`src/rtl/matrix_result_drain.sv`:
```
// Result drain for the systolic mesh: shifts accumulators out the east edge,
// buffers the N x N matrix, then streams it row-major over valid/ready.
module matrix_result_drain #(
  parameter int N          = 8,
  parameter int DATA_WIDTH = 32
) (
  input  logic                             clk_i,
  input  logic                             rst_i,
  input  logic                             mesh_done_i,
  input  logic [N-1:0][DATA_WIDTH-1:0]     east_i,
  output logic                             select_acc_o,
  output logic                             out_valid_o,
  input  logic                             out_ready_i,
  output logic [DATA_WIDTH-1:0]            out_data_o,
  output logic [$clog2(N)-1:0]             out_row_o,
  output logic [$clog2(N)-1:0]             out_col_o,
  output logic                             out_last_o,
  output logic                             busy_o,
  output logic                             drain_done_o
);

  localparam int CW = $clog2(N);
  localparam int KW = $clog2(N + 1);

  typedef enum logic [1:0] {
    IDLE,
    SHIFT,
    STREAM
  } state_t;

  state_t                state;
  logic                  prev_done;
  logic [KW-1:0]         k;
  logic [DATA_WIDTH-1:0] buffer [N][N];

  logic          start;
  logic          xfer;
  logic [CW-1:0] cap_col;

  assign start   = mesh_done_i & ~prev_done;
  assign xfer    = out_valid_o & out_ready_i;
  assign cap_col = CW'(N - int'(k));

  assign out_data_o = out_valid_o ?
    buffer[out_row_o][out_col_o] : '0;

  // k-th shifted column arrives one cycle after its select cycle
  always_ff @(posedge clk_i) begin
    if (state == SHIFT && k != '0) begin
      for (int r = 0; r < N; r++) begin
        buffer[r][cap_col] <= east_i[r];
      end
    end
  end

  always_ff @(posedge clk_i) begin
    if (rst_i) begin
      state        <= IDLE;
      prev_done    <= 1'b0;
      k            <= '0;
      select_acc_o <= 1'b0;
      out_valid_o  <= 1'b0;
      out_row_o    <= '0;
      out_col_o    <= '0;
      out_last_o   <= 1'b0;
      busy_o       <= 1'b0;
      drain_done_o <= 1'b0;
    end else begin
      prev_done    <= mesh_done_i;
      drain_done_o <= 1'b0;
      unique case (state)
        IDLE: begin
          if (start) begin
            state        <= SHIFT;
            k            <= '0;
            select_acc_o <= 1'b1;
            busy_o       <= 1'b1;
          end
        end
        SHIFT: begin
          if (k == KW'(N)) begin
            state       <= STREAM;
            out_valid_o <= 1'b1;
            out_row_o   <= '0;
            out_col_o   <= '0;
            out_last_o  <= 1'b0;
          end else begin
            k            <= k + 1'b1;
            select_acc_o <= (int'(k) + 1 < N);
          end
        end
        STREAM: begin
          if (xfer) begin
            if (out_last_o) begin
              state        <= IDLE;
              out_valid_o  <= 1'b0;
              out_last_o   <= 1'b0;
              out_row_o    <= '0;
              out_col_o    <= '0;
              busy_o       <= 1'b0;
              drain_done_o <= 1'b1;
            end else begin
              if (out_col_o == CW'(N - 1)) begin
                out_col_o <= '0;
                out_row_o <= out_row_o + 1'b1;
              end else begin
                out_col_o <= out_col_o + 1'b1;
              end
              out_last_o <= (out_row_o == CW'(N - 1)) &&
                            (out_col_o == CW'(N - 2));
            end
          end
        end
        default: state <= IDLE;
      endcase
    end
  end

endmodule

```
`config.mk`:
```
export PLATFORM = sky130hd
export DESIGN_NAME = matrix_result_drain
export DESIGN_NICKNAME = d
export VERILOG_FILES = /design/src/rtl/matrix_result_drain.sv
export SDC_FILE = /design/constraint.sdc
export NUM_CORES = 2
export LEC_CHECK = 0
export CORE_ASPECT_RATIO = 1.5
export CORE_UTILIZATION = 35
export DETAILED_ROUTE_END_ITERATION = 10
export MAX_ROUTING_LAYER = met4
export PLACE_DENSITY = 0.52
export RECOVER_POWER = 25
export SLEW_MARGIN = 20
export SYNTH_ARGS = -nofsm -noshare
export SYNTH_HDL_FRONTEND = slang
export SYNTH_SLANG_ARGS = --single-unit
export TNS_END_PERCENT = 1
```
`constraint.sdc`:
```
create_clock -name clk_i -period 64.6 [get_ports clk_i]
set_input_delay 12.92 -clock clk_i [delete_from_list [all_inputs] [get_ports clk_i]]
set_output_delay 12.92 -clock clk_i [all_outputs]
set_load 0.05 [all_outputs]
```
==> impl_results.md <==
* Skew-Pair Late Insertion Delay at around 0.84 ns
* Setup crit end kind: primary output
* DR iter-0 viols at around 2,300
* Rows at ~210
* Setup Fix Bufs, Post-CTS at 0
* Total number of vias at between 30,000 and 40,000
* Core Area at about 0.22 sq mm
* Mapped Avg Cell Area at around 23 sq um
* Routed WL at around 190,000 microns
* Yosys Warn Count at 0
* Die ar. at about 0.23 sq mm
* Min Clock Period, post-route at between 15 and 20 ns
* Num CTS Buffers at 205
* Initial Util at 35.3%
* Seq/Total Area, Yosys at 78.1%
* Share of post-route cells with drive strength above 1 at around a quarter
* Synth Net Count at between 3,000 and 4,000
* Port bufs at between 300 and 400
* Final hold vios at 0
* Layout Nets at between 4,000 and 5,000
* Unrepaired setup endpoints after global routing: no
* Post-Synthesis Cells at about 3,400
* 1st-pass router iterations at 5
* Worst-Margin Slew at between 9 and 10 ns
* Max layer used: met4
* Tcrit/Tclk final at 30.0%
* Top cells by area, synth: edfxtp_1 78%, mux4_2 15%, mux2i_1 1.5%
* Most frequent cells in the layout: 2,048 x edfxtp_1, 542 x mux4_2, 302 x clkdlybuf4s50_1, 205 x clkbuf_16, 118 x nand2_1
* Worst Path Max Fanout at 48
* Final Wtd Congestion at roughly 0.74
* Routed Antenna Nets at 0
* Leakage at 27.6 nW
* CP Data Required Time at about 52 ns
* Clock tree buffer depth at 4
* Post-synth EDFFs at around 2,000
* Failing checks: capacitance limit, slew limit
* Final setup violation count at 0
* Routed length per instance at about 28 microns
* Synthesized area at roughly 0.079 sq mm
* Clk slew on worst S/H paths at roughly 0.060 ns
* Routed wl met2 at 101,000 microns
* HP Class: reg2reg
* Status: complete, but fails checks
* Die Y at 585 microns
* Maximum vdd drop at 0.0221 mV
* Crit path arrival time at 6.43 ns
* DRC Markers at 0
* Cts hold-fix bufs at 0
* Max_cap viols at 16
* Via density at ~5.2
* Metal-1 WL at 75,800 microns
* Hpwl dp at between 100,000 and 150,000 microns
* Worst hold start: busy_o
* Largest area contributor in the netlist: edfxtp_1
* Crit Path Class: reg2out
* Ys flop type: edfxtp_1
* FF+latch count, synth at ~2,100
* Slew Limit Fails at roughly 1,100
* Skew final at approximately 0.048 ns
* Slew Limit Headroom at -514%
* Most common cell after layout, fill and taps aside: edfxtp_1
* Clock sinks at between 2,000 and 2,500
* CTS tree: built
* Number of distinct library cells after synthesis at 52
* Final WS setup at 45.25 ns
* Setup crit start kind: flip-flop
* Total grt overflow at 0
* Power density over the cells at just under 30 mW/mm^2
* Die X at 391 microns
* FFs w/ async S/R, synth at 0%
* Beginning of the worst register-to-register path: state[0]
* Fmax at roughly 52 MHz
* Initial antenna violation count at 63
* Post-cts sizing count at 0
* Yosys top cell area share at between 70% and 80%
* Worst slack at placement at 45.87 ns
* Area Overhead vs Synth at 16.2%
* Tot GR Track Use at between 10% and 20%
* I/O pins at between 300 and 400
* First-pass GRT wire length at about 280,000 microns
* Htree depth at 4
* DR WL met3 at ~13,000 microns
* Clock root cell: clkbuf_16
* Final TNS setup at 0 ns
* Largest net degree at the start of global routing at between 100 and 150
* Vias in the first global route at between 30,000 and 40,000
==> worst max-delay path, stage by stage (launching register included) <==
cell and delay, ns:
dfxtp_4 0.93, buf_4 0.73, buf_4 0.75, buf_4 0.84, mux4_2 0.60, mux4_2 0.48
a22oi_1 0.20, nand2_1 0.09, clkdlybuf4s50_1 0.70
==> cells by family after synthesis <==
kind of cell / count (synthesis) / synth area share, %
AOI/OAI and AO/OA: 185 / 1.64
xor gates and xnor gates: 1 / 0.0111
adders and majority gates: 7 / 0.111
buffers and inverters: 194 / 1.45
DFF: 2069 / 78.1
muxes: 671 / 17.1
and+or+nand+nor: 279 / 1.61
==> worst paths after layout <==
kind / slack (ns) / cells after the start / end
hold / removal: 0.51 / 2 / busy_o
setup / recovery: 45.25 / 8 / out_data_o[5]
setup reg to reg: 53.62 / 5 / buffer[0][3]
hold reg to reg: 0.51 / 2 / busy_o
==> report_power, final <==
part	leakage, nW	total, mW	internal [mW]	switching (mW)
registers	18.6	1.48	1.48	0.000897
clock network	3.15	1.16	0.652	0.508
logic	5.86	0.0456	0.0156	0.0300
==> routing by layer <==
metal | up-vias | global-route usage (%)
li1 | 15400 | -
met1 | 19700 | 20.6
met2 | 853 | 30.0
met3 | 296 | 4.48
met4 | 0 | 4.40
met5 | - | -
==> cell type report <==
cell class / count / area (sq um)
Antenna cell: 57 / 143
Inverter: 5 / 26.3
Clock buffer: 243 / 5270
Timing Repair Buffer: 378 / 3550
Fill cell: 19700 / 133000
Sequential cell: 2069 / 61900
Tap cell: 3010 / 3770
Multi-Input combinational cell: 1143 / 16300
Clock inverter: 123 / 1140
==> per-stage QoR <==
| stage | area (sq um) | cells | utilization (%) | power (mW) | hold WS, ns |
|---|---|---|---|---|---|
| 5_1_grt | 92100 | 7026 | 41.0 | 2.77 | 0.533 |
| 3_5_place_dp | 85700 | 6605 | 38.1 | 1.56 | 0.488 |
| 3_3_place_gp | 85700 | 6605 | 38.1 | 1.56 | 0.485 |
| 6_report | 92100 | 7028 | 41.0 | 2.68 | 0.506 |
| 4_1_cts | 92100 | 6971 | 41.0 | 2.72 | 0.507 |
| 2_1_floorplan | 79300 | 3406 | - | 1.51 | 0.484 |
==> sequential cells by signal (all words and copies together), names as in the netlist, named ones only <==
name	cells
buffer	2048
k	4
out_col_o	3
out_row_o	3
state	2
busy_o	1
drain_done_o	1
out_last_o	1
out_valid_o	1
prev_done	1
select_acc_o	1
==> cells in the mapped netlist, drive strengths merged (3+ instances only) <==
library cell	count
nor2b	17
a31oi	14
nand3	34
nor2	47
and2	6
buf	134
mux2	13
nor3	20
nor3b	6
or3	3
and3	8
o311ai	3
a2111oi	4
ha	7
a21oi	30
nor4	4
o21ai	18
nand2	118
nand2b	10
a32oi	23
mux4	542
a211oi	17
edfxtp	2048
dfxtp	21
mux2i	116
o211ai	9
a22oi	43
clkbuf	55
inv	5
o22ai	7
a221oi	4
(Power assumes the default switching activity.)
